[config.mk]
export PLATFORM = sky130hd
export DESIGN_NAME = fmul_pipe
export DESIGN_NICKNAME = d
export VERILOG_FILES = /design/src/rtl/fmul_pipe.sv
export SDC_FILE = /design/constraint.sdc
export NUM_CORES = 2
export LEC_CHECK = 0
export BUFFER_PORTS_ARGS = -buffer_cell sky130_fd_sc_hd__buf_2
export CAP_MARGIN = 20
export CORE_MARGIN = 5
export CORE_UTILIZATION = 32
export DETAILED_ROUTE_END_ITERATION = 8
export GPL_TIMING_DRIVEN = 0
export PLACE_DENSITY_LB_ADDON = 0.1
export SYNTH_ARGS = -nofsm -noshare
export SYNTH_HDL_FRONTEND = slang
export SYNTH_SLANG_ARGS = --single-unit
[constraint.sdc]
create_clock -name clk -period 17.8 [get_ports clk]
set_input_delay 2.67 -clock clk [delete_from_list [all_inputs] [get_ports clk]]
set_output_delay 2.67 -clock clk [all_outputs]
set_load 0.03 [all_outputs]
[src/rtl/fmul_pipe.sv]
`default_nettype none
// ============================================================================
// Module   : fmul_pipe
// Purpose  : Pipelined IEEE-754-style multiplier with RNE rounding,
//            flush-to-zero, NaN propagation, sideband tag and exception flags.
// Revision : 1.0 - initial release
// ============================================================================
module fmul_pipe #(
    parameter int EXP_W  = 8,
    parameter int FRAC_W = 23,
    parameter int TAG_W  = 4
) (
    input  logic              clk,
    input  logic              rst_n,
    input  logic              in_valid,
    output logic              in_ready,
    input  logic              a_sign,
    input  logic [EXP_W-1:0]  a_exp,
    input  logic [FRAC_W-1:0] a_frac,
    input  logic              b_sign,
    input  logic [EXP_W-1:0]  b_exp,
    input  logic [FRAC_W-1:0] b_frac,
    input  logic [TAG_W-1:0]  in_tag,
    output logic              out_valid,
    input  logic              out_ready,
    output logic              sign,
    output logic [EXP_W-1:0]  exp,
    output logic [FRAC_W-1:0] frac,
    output logic [TAG_W-1:0]  out_tag,
    output logic              invalid,
    output logic              overflow,
    output logic              underflow,
    output logic              inexact
);

    localparam int c_MANT_W = FRAC_W + 1;
    localparam int c_PROD_W = 2 * c_MANT_W;
    localparam int c_SE_W   = EXP_W + 2;

    localparam logic [c_SE_W-1:0] c_BIAS    = c_SE_W'((1 << (EXP_W - 1)) - 1);
    localparam logic [c_SE_W-1:0] c_EXP_MAX = c_SE_W'((1 << EXP_W) - 1);
    localparam logic [FRAC_W-1:0] c_QNAN_FRAC = {1'b1, {(FRAC_W-1){1'b0}}};

    localparam logic [1:0] c_SPC_NONE = 2'd0;
    localparam logic [1:0] c_SPC_NAN  = 2'd1;
    localparam logic [1:0] c_SPC_INF  = 2'd2;
    localparam logic [1:0] c_SPC_ZERO = 2'd3;

    // Whole pipe moves in lockstep; a stalled output freezes every stage.
    logic w_adv;
    assign w_adv    = ~out_valid | out_ready;
    assign in_ready = w_adv;

    // ------------------------------------------------------------------
    // S1: operand capture and classification
    // ------------------------------------------------------------------
    logic w_a_max, w_b_max;
    logic w_a_zero, w_a_inf, w_a_nan;
    logic w_b_zero, w_b_inf, w_b_nan;

    assign w_a_max  = &a_exp;
    assign w_b_max  = &b_exp;
    assign w_a_zero = (a_exp == '0);
    assign w_b_zero = (b_exp == '0);
    assign w_a_inf  = w_a_max & (a_frac == '0);
    assign w_b_inf  = w_b_max & (b_frac == '0);
    assign w_a_nan  = w_a_max & (a_frac != '0);
    assign w_b_nan  = w_b_max & (b_frac != '0);

    logic              r_s1_valid, r_s1_sign;
    logic [EXP_W-1:0]  r_s1_aexp, r_s1_bexp;
    logic [FRAC_W-1:0] r_s1_afrac, r_s1_bfrac;
    logic [TAG_W-1:0]  r_s1_tag;
    logic              r_s1_anan, r_s1_ainf, r_s1_azero;
    logic              r_s1_bnan, r_s1_binf, r_s1_bzero;

    always_ff @(posedge clk or negedge rst_n) begin
        if (!rst_n) begin
            r_s1_valid <= 1'b0;
            r_s1_sign  <= 1'b0;
            r_s1_aexp  <= '0;
            r_s1_bexp  <= '0;
            r_s1_afrac <= '0;
            r_s1_bfrac <= '0;
            r_s1_tag   <= '0;
            r_s1_anan  <= 1'b0;
            r_s1_ainf  <= 1'b0;
            r_s1_azero <= 1'b0;
            r_s1_bnan  <= 1'b0;
            r_s1_binf  <= 1'b0;
            r_s1_bzero <= 1'b0;
        end else if (w_adv) begin
            r_s1_valid <= in_valid;
            r_s1_sign  <= a_sign ^ b_sign;
            r_s1_aexp  <= a_exp;
            r_s1_bexp  <= b_exp;
            r_s1_afrac <= a_frac;
            r_s1_bfrac <= b_frac;
            r_s1_tag   <= in_tag;
            r_s1_anan  <= w_a_nan;
            r_s1_ainf  <= w_a_inf;
            r_s1_azero <= w_a_zero;
            r_s1_bnan  <= w_b_nan;
            r_s1_binf  <= w_b_inf;
            r_s1_bzero <= w_b_zero;
        end
    end

    // ------------------------------------------------------------------
    // S2: mantissa product, exponent sum, special-case resolution
    // ------------------------------------------------------------------
    logic [c_PROD_W-1:0] w_ma, w_mb, w_prod;
    logic [c_SE_W-1:0]   w_esum;
    logic [1:0]          w_spc;

    assign w_ma   = {{(c_PROD_W-c_MANT_W){1'b0}}, 1'b1, r_s1_afrac};
    assign w_mb   = {{(c_PROD_W-c_MANT_W){1'b0}}, 1'b1, r_s1_bfrac};
    assign w_prod = w_ma * w_mb;
    assign w_esum = {2'b00, r_s1_aexp} + {2'b00, r_s1_bexp} - c_BIAS;

    always_comb begin
        w_spc = c_SPC_NONE;
        if (r_s1_anan | r_s1_bnan) begin
            w_spc = c_SPC_NAN;
        end else if ((r_s1_ainf & r_s1_bzero) | (r_s1_azero & r_s1_binf)) begin
            w_spc = c_SPC_NAN;
        end else if (r_s1_ainf | r_s1_binf) begin
            w_spc = c_SPC_INF;
        end else if (r_s1_azero | r_s1_bzero) begin
            w_spc = c_SPC_ZERO;
        end
    end

    logic                r_s2_valid, r_s2_sign;
    logic [c_PROD_W-1:0] r_s2_prod;
    logic [c_SE_W-1:0]   r_s2_exp;
    logic [1:0]          r_s2_spc;
    logic [TAG_W-1:0]    r_s2_tag;

    always_ff @(posedge clk or negedge rst_n) begin
        if (!rst_n) begin
            r_s2_valid <= 1'b0;
            r_s2_sign  <= 1'b0;
            r_s2_prod  <= '0;
            r_s2_exp   <= '0;
            r_s2_spc   <= c_SPC_NONE;
            r_s2_tag   <= '0;
        end else if (w_adv) begin
            r_s2_valid <= r_s1_valid;
            r_s2_sign  <= r_s1_sign;
            r_s2_prod  <= w_prod;
            r_s2_exp   <= w_esum;
            r_s2_spc   <= w_spc;
            r_s2_tag   <= r_s1_tag;
        end
    end

    // ------------------------------------------------------------------
    // S3a: normalise and extract guard/round/sticky
    // ------------------------------------------------------------------
    // Product of two [1,2) mantissas lies in [1,4): at most one bit of shift.
    logic              w_msb;
    logic [FRAC_W-1:0] w_nfrac;
    logic              w_guard, w_round, w_sticky;
    logic [c_SE_W-1:0] w_nexp;

    assign w_msb    = r_s2_prod[c_PROD_W-1];
    assign w_nfrac  = w_msb ? r_s2_prod[c_PROD_W-2 -: FRAC_W] : r_s2_prod[c_PROD_W-3 -: FRAC_W];
    assign w_guard  = w_msb ? r_s2_prod[FRAC_W]   : r_s2_prod[FRAC_W-1];
    assign w_round  = w_msb ? r_s2_prod[FRAC_W-1] : r_s2_prod[FRAC_W-2];
    assign w_sticky = w_msb ? (|r_s2_prod[FRAC_W-2:0]) : (|r_s2_prod[FRAC_W-3:0]);
    assign w_nexp   = r_s2_exp + c_SE_W'(w_msb);

    logic              r_s3_valid, r_s3_sign;
    logic [FRAC_W-1:0] r_s3_frac;
    logic              r_s3_guard, r_s3_round, r_s3_sticky;
    logic [c_SE_W-1:0] r_s3_exp;
    logic [1:0]        r_s3_spc;
    logic [TAG_W-1:0]  r_s3_tag;

    always_ff @(posedge clk or negedge rst_n) begin
        if (!rst_n) begin
            r_s3_valid  <= 1'b0;
            r_s3_sign   <= 1'b0;
            r_s3_frac   <= '0;
            r_s3_guard  <= 1'b0;
            r_s3_round  <= 1'b0;
            r_s3_sticky <= 1'b0;
            r_s3_exp    <= '0;
            r_s3_spc    <= c_SPC_NONE;
            r_s3_tag    <= '0;
        end else if (w_adv) begin
            r_s3_valid  <= r_s2_valid;
            r_s3_sign   <= r_s2_sign;
            r_s3_frac   <= w_nfrac;
            r_s3_guard  <= w_guard;
            r_s3_round  <= w_round;
            r_s3_sticky <= w_sticky;
            r_s3_exp    <= w_nexp;
            r_s3_spc    <= r_s2_spc;
            r_s3_tag    <= r_s2_tag;
        end
    end

    // ------------------------------------------------------------------
    // S3b: round to nearest even, range check, pack into output register
    // ------------------------------------------------------------------
    logic              w_round_up, w_carry, w_lost, w_ovf, w_unf;
    logic [FRAC_W-1:0] w_frac_rnd;
    logic [c_SE_W-1:0] w_exp_f;

    assign w_round_up = r_s3_guard & (r_s3_round | r_s3_sticky | r_s3_frac[0]);
    // An all-ones fraction wraps to zero on increment, which is exactly the
    // packed fraction needed after a mantissa carry.
    assign w_frac_rnd = r_s3_frac + FRAC_W'(w_round_up);
    assign w_carry    = w_round_up & (&r_s3_frac);
    assign w_exp_f    = r_s3_exp + c_SE_W'(w_carry);
    assign w_lost     = r_s3_guard | r_s3_round | r_s3_sticky;
    assign w_ovf      = $signed(w_exp_f) >= $signed(c_EXP_MAX);
    assign w_unf      = w_exp_f[c_SE_W-1] | (w_exp_f == '0);

    logic [EXP_W-1:0]  w_res_exp;
    logic [FRAC_W-1:0] w_res_frac;
    logic              w_res_inv, w_res_ovf, w_res_unf, w_res_inx;

    always_comb begin
        w_res_exp  = '0;
        w_res_frac = '0;
        w_res_inv  = 1'b0;
        w_res_ovf  = 1'b0;
        w_res_unf  = 1'b0;
        w_res_inx  = 1'b0;
        case (r_s3_spc)
            c_SPC_NAN: begin
                w_res_exp  = '1;
                w_res_frac = c_QNAN_FRAC;
                w_res_inv  = 1'b1;
            end
            c_SPC_INF: begin
                w_res_exp = '1;
            end
            c_SPC_ZERO: begin
                w_res_exp = '0;
            end
            default: begin
                if (w_ovf) begin
                    w_res_exp = '1;
                    w_res_ovf = 1'b1;
                    w_res_inx = 1'b1;
                end else if (w_unf) begin
                    w_res_unf = 1'b1;
                    w_res_inx = 1'b1;
                end else begin
                    w_res_exp  = w_exp_f[EXP_W-1:0];
                    w_res_frac = w_frac_rnd;
                    w_res_inx  = w_lost;
                end
            end
        endcase
    end

    logic              r_out_valid, r_out_sign;
    logic [EXP_W-1:0]  r_out_exp;
    logic [FRAC_W-1:0] r_out_frac;
    logic [TAG_W-1:0]  r_out_tag;
    logic              r_out_inv, r_out_ovf, r_out_unf, r_out_inx;

    always_ff @(posedge clk or negedge rst_n) begin
        if (!rst_n) begin
            r_out_valid <= 1'b0;
            r_out_sign  <= 1'b0;
            r_out_exp   <= '0;
            r_out_frac  <= '0;
            r_out_tag   <= '0;
            r_out_inv   <= 1'b0;
            r_out_ovf   <= 1'b0;
            r_out_unf   <= 1'b0;
            r_out_inx   <= 1'b0;
        end else if (w_adv) begin
            r_out_valid <= r_s3_valid;
            r_out_sign  <= r_s3_sign;
            r_out_exp   <= w_res_exp;
            r_out_frac  <= w_res_frac;
            r_out_tag   <= r_s3_tag;
            r_out_inv   <= w_res_inv;
            r_out_ovf   <= w_res_ovf;
            r_out_unf   <= w_res_unf;
            r_out_inx   <= w_res_inx;
        end
    end

    assign out_valid = r_out_valid;
    assign sign      = r_out_sign;
    assign exp       = r_out_exp;
    assign frac      = r_out_frac;
    assign out_tag   = r_out_tag;
    assign invalid   = r_out_inv;
    assign overflow  = r_out_ovf;
    assign underflow = r_out_unf;
    assign inexact   = r_out_inx;

endmodule
`default_nettype wire

## Word-level counts from Yosys, hierarchy flattened

Cells that the tools add are included.

- Add/sub/neg operators: 5
- Multiply operators: 1
- $lt $le $gt $ge: 1
- Equal/unequal tests: 3
- Multiplexer cells: 23
- Bitwise gates (word level): 20
- Reductions and logical operators: 15

Operators by type and width:

| kind | count |
|---|---|
| 23-bit 2-to-1 mux | 3 |
| 24-bit by 24-bit multiplier with 48-bit output | 1 |
| 23-bit zero test | 2 |
| 23-bit one-hot mux with 2 select lines | 1 |
| 23-bit nonzero test | 2 |
| 23-bit by 1-bit adder with 23-bit output | 1 |
| 23-bit AND reduction | 1 |
| 22-bit OR reduction | 1 |
| 21-bit OR reduction | 1 |
| 10-bit by 1-bit adder with 10-bit output | 2 |
| 8-bit zero test | 2 |
| 8-bit 2-to-1 mux | 2 |
| 8-bit one-hot mux with 2 select lines | 1 |
| 8-bit AND reduction | 2 |
| 1-bit 2-to-1 mux | 12 |
| 10-bit by 9-bit >= comparator with 1-bit output (second input constant) | 1 |
| 10-bit zero test | 1 |
| 1-bit bitwise OR | 10 |
| 9-bit by 7-bit subtractor with 10-bit output (second input constant) | 1 |
| 8-bit by 8-bit adder with 9-bit output | 1 |
| 1-bit bitwise AND | 8 |
| 2-bit 2-to-1 mux | 4 |
| 2-bit equality test (second input constant) | 2 |
| 2-bit OR reduction | 2 |
| 4 further kinds | 4 |

- Bits in registers: 225
- Input bits: 72
- Output and inout port bits: 42
- Word-level logic and storage cells: 105

## Logic depth before layout (Yosys ltp)

- Word-level depth: 10
- Mapped depth: 27
- Depth with buffers taken out: 24

## Worst setup path after synthesis

OpenSTA, ideal clock, no wires.

- Path kind: flip-flop to flip-flop
- Start point: register r_s1_afrac[8]
- End point: register r_s2_prod[47]
- Setup time: 0.104 ns
- Arrival time: 6.386 ns
- Required time: 17.696 ns
- Path slack: 11.310 ns
- Cell stages (with the launch flop): 26
- Buffers on the path: 3
- Clock period less this slack: 6.490 ns
- Path through: dfrtp_1 clkbuf_1 clkbuf_1 nand2_1 fa_1 inv_1 fa_1 inv_1 fa_1 fa_1 inv_1 fa_1 inv_1 fa_1 fa_1 inv_1 ha_1 clkbuf_1 nand3_1 nor2_1 o2111ai_1 and3_1 a211oi_2 o211ai_2 o21a_1 o311ai_1

- Longest elaborated chain between the ends: 1

RTL lines:

| element | RTL line | source |
|---|---|---|
| start, declared | 72 | `logic [FRAC_W-1:0] r_s1_afrac, r_s1_bfrac;` |
| start signal, assigned | 97 | `r_s1_afrac <= a_frac;` |
| 24-bit by 24-bit multiplier with 48-bit output | 118 | `assign w_prod = w_ma * w_mb;` |
| end signal, assigned | 151 | `r_s2_prod <= w_prod;` |
| end, declared | 135 | `logic [c_PROD_W-1:0] r_s2_prod;` |

No other way between the ends.
A chain may end at the register's enable or synchronous reset.

## Worst setup path in the final report

- Start point: register r_s1_afrac[11]
- End point: register r_s2_prod[47]

The elaborated chain is that of the path after synthesis.

==> summary.md <==
| Metric | Value |
|---|---|
| Core Util, Final | `0.3559` |
| Cell Area, Synth | `28740 um2` |
| Compound-Gate Fraction of Synth Area | `0.06591` |
| H-tree levels | `1` |
| Adder-cell share of the synthesized area | `0.4217` |
| Fin crit period | `8684 ps` |
| Cell Chain, Critical Path | `clkbuf_1 -> nand2_1 -> fa_1 -> inv_1 -> fa_1 -> inv_1 -> fa_1 -> fa_1 -> inv_1 -> fa_1 -> inv_1 -> fa_1 -> fa_1 -> inv_1 -> ha_1 -> clkbuf_1 -> a21oi_1 -> o211ai_1 -> o211ai_1 -> and3_1 -> a211oi_2 -> o211ai_2 -> o21a_1 -> o311ai_1` |
| Post-CTS setup buffer count | `0` |
| R2R depth | `24` |
| Die Area | `95910 um2` |
| Number of vias per cell | `4.818` |
| Synth Net Count | `3957` |
| Site row count | `110` |
| Total gr overflow | `0` |
| Fraction of registers with async set/reset | `1.000` |
| Synth Area in XOR/XNOR | `0.02529` |
| Crit-path max cell delay | `920 ps` |
| HPWL after DPL | `85.96 mm` |
| Ys flop type | `dfrtp_1` |
| Final hold vios | `0` |
| Post-route antenna net violation count | `0` |
| Unrepaired setup endpoints after global routing | `false` |
| Number of synthesized flops with an enable pin | `0` |
| Synth unique cells | `67` |
| Initial Util | `0.3208` |
| Vias in the first global route | `23120` |
| Crit path required time | `18250 ps` |
| Most common cell on crit path | `fa_1` |
| Hold path cells | `2` |
| Status | `finished clean` |
| Area Growth Syn to Fin | `10.94%` |
| Total track usage | `0.2225` |
| Synth Area per Inst | `8.965 um2` |
| Die X | `309.7 um` |
| Min-delay worst type | `flip-flop to flip-flop` |
| Clock transition at path regs | `60 ps` |
| First-pass GRT wire length | `157.0 mm` |
| #FFs+latches synth | `225` |
| Most common cell after layout, fill and taps aside | `nand2_1` |
| # fillers | `9496` |
| Worst path slowest cell | `clkbuf_1` |
| Setup violations, final | `0` |
| Final Max Slew Viols | `0` |
| Number of CTS-inserted buffers | `29` |
| Critical path class | `flip-flop to flip-flop` |
| CORE AREA | `89600 um2` |
| Final period util | `0.4878` |
| Initial DRC count | `1547` |
| CP arrival | `9140 ps` |
| Largest family of logic cells by synthesized area | `adder cells` |
| CTS root buffer | `clkbuf_16` |
| Drt first pass iters | `7` |
| Mux share of post-synthesis cell area | `0.01014` |
| Crit end category | `flip-flop` |
| Clock Path Buffers | `3` |
| Placed Instances | `4499` |
| CTS tree | `done` |
| Final net count | `4105` |
| Clk_lat worst skew | `600 ps` |
| Die H | `309.7 um` |
| DR vias | `21960` |
| Antenna violations before repair | `12` |
| Worst slew pin tran | `1157 ps` |
| Yosys Warn Count | `0` |
| R2r setup slk | `9120 ps` |
| Post-synthesis sequential area ratio | `0.1959` |
| Clk sinks | `225` |
| Final setup skew | `30.47 ps` |
| Startpoint types | `flip-flop` |
| CTS Hold Bufs | `0` |
| Final WL | `105.7 mm` |
| Setup TNS | `0 ps` |
| Synth Area in Simple Gates | `0.1829` |
| CTS resizes | `0` |
| Max Cap Viol | `0` |
| Most frequent cells in the layout | `642 x nand2_1, 583 x inv_1, 483 x fa_1, 249 x and2_1, 225 x dfrtp_1` |
| GPL Wtd Cong | `0.9398` |
| Rel. slew slack | `0.2287` |
| Routed WL per cell | `23.20 um` |
| Cells after Synth | `3206` |
| Layout cells sized above 1 | `0.06222` |
| Pin count of the biggest net entering global routing | `93` |
| Final std cells w/o fill | `4557` |
| Top Ports | `114` |
| Crit Path Max Fanout | `10` |
| # port buffers | `113` |
| DRC Markers | `0` |
| Max Clock Freq | `115.2 MHz` |
-- critical path, delay by kind of cell (launching register included) --
family / cells / cell delay (ps)
adder cells (fa/ha/maj): 8 / 3890
flip-flops: 1 / 880
buffers and inverters: 7 / 1470
AND/OR/NAND/NOR: 2 / 520
AO/OA/AOI/OAI: 7 / 1750
-- layer usage --
| layer | GRT usage | up-vias | part of all wire |
|---|---|---|---|
| met2 | 0.3419 | 630 | 0.43 |
| met1 | 0.3317 | 11130 | 0.47 |
| met5 | 0 | - | 0.00011 |
| met4 | 0.05775 | 2 | 0.033 |
| met3 | 0.03120 | 124 | 0.060 |
| li1 | - | 10070 | - |
-- worst paths after layout --
check | start | endpoint
setup / recovery | r_s1_afrac[11]$_DFFE_PN0P_ | r_s2_prod[47]$_DFFE_PN0P_
hold / removal | out_tag[2]$_DFFE_PN0P_ | out_tag[2]$_DFFE_PN0P_
setup reg to reg | r_s1_afrac[11]$_DFFE_PN0P_ | r_s2_prod[47]$_DFFE_PN0P_
hold reg to reg | out_tag[2]$_DFFE_PN0P_ | out_tag[2]$_DFFE_PN0P_
max in group asynchronous | rst_n | r_s2_prod[17]$_DFFE_PN0P_
min in group asynchronous | rst_n | out_valid$_DFFE_PN0P_
-- final cells by class --
type                            instances  area, um2  area share
Buffer                                157      618.1     0.01938
Clock buffer                           40      827.0     0.02594
Antenna cell                            6      15.01   0.0004708
Multi-Input combinational cell       2237      20290      0.6363
Inverter                              587       2203     0.06910
Tap cell                             1176       1471     0.04614
Timing Repair Buffer                  117      673.1     0.02111
Sequential cell                       225       5630      0.1766
Clock inverter                         12      158.9    0.004983
-- kinds of logic after synthesis --
family                     Yosys count
xor gates and xnor gates            83
muxes                               29
DFF                                225
AOI/OAI and AO/OA                  299
adders and majority gates          679
and+or+nand+nor                   1147
buffers and inverters              744
-- state kept, by name, indices dropped and copies added, names as in the netlist, 2 cells and up --
register / flops
r_s1_bexp: 8
r_s1_aexp: 8
r_s1_afrac: 23
r_s2_tag: 4
r_s3_exp: 10
out_tag: 4
r_s3_tag: 4
r_s2_spc: 2
r_s1_bfrac: 23
r_s3_frac: 23
r_s1_tag: 4
r_s3_spc: 2
r_s2_prod: 48
r_s2_exp: 10
frac: 23
exp: 8
-- cell usage after synthesis, drive strengths merged (3+ instances only) --
library cell,instances,area [um2]
mux2i,28,280.3
o31ai,5,37.54
nand2b,4,25.02
a21oi,88,440.4
buf,12,63.81
nor2,109,409.1
o31a,3,26.28
a21o,23,173.9
o211ai,6,50.05
nand2,642,2410
a31o,3,26.28
xnor2,39,341.6
inv,584,2192
or2,4,25.02
clkinv,3,11.26
and4,4,37.54
a31oi,8,50.05
a211o,4,35.03
clkbuf,145,554.3
xor2,44,385.4
o21bai,5,37.54
o21a,6,46.30
nand3,42,210.2
o21ai,114,649.4
dfrtp,225,5630
fa,483,9669
o2111ai,4,35.03
ha,196,2452
or3,5,31.28
and3,14,87.58
nor3,22,115.1
nor4,19,118.9
a211oi,10,80.07
nand4,21,137.6
a221o,5,50.05
o211a,3,30.03
and2,249,1558
nor2b,6,37.54
-- per-stage QoR --
step | hold slack (ps) | setup WS [ps] | instance area (um2)
floorplan | 430.0 | 11310 | 28740
global placement | 446.5 | 9205 | 30780
detailed placement | 451.2 | 9222 | 30890
CTS | 463.9 | 9169 | 31870
global route | 484.7 | 8836 | 31870
finish | 460.5 | 9116 | 31890
Power is left out: the tool's default activity adds up to more than one toggle a clock period on the data nets, which glitch-free logic cannot reach.
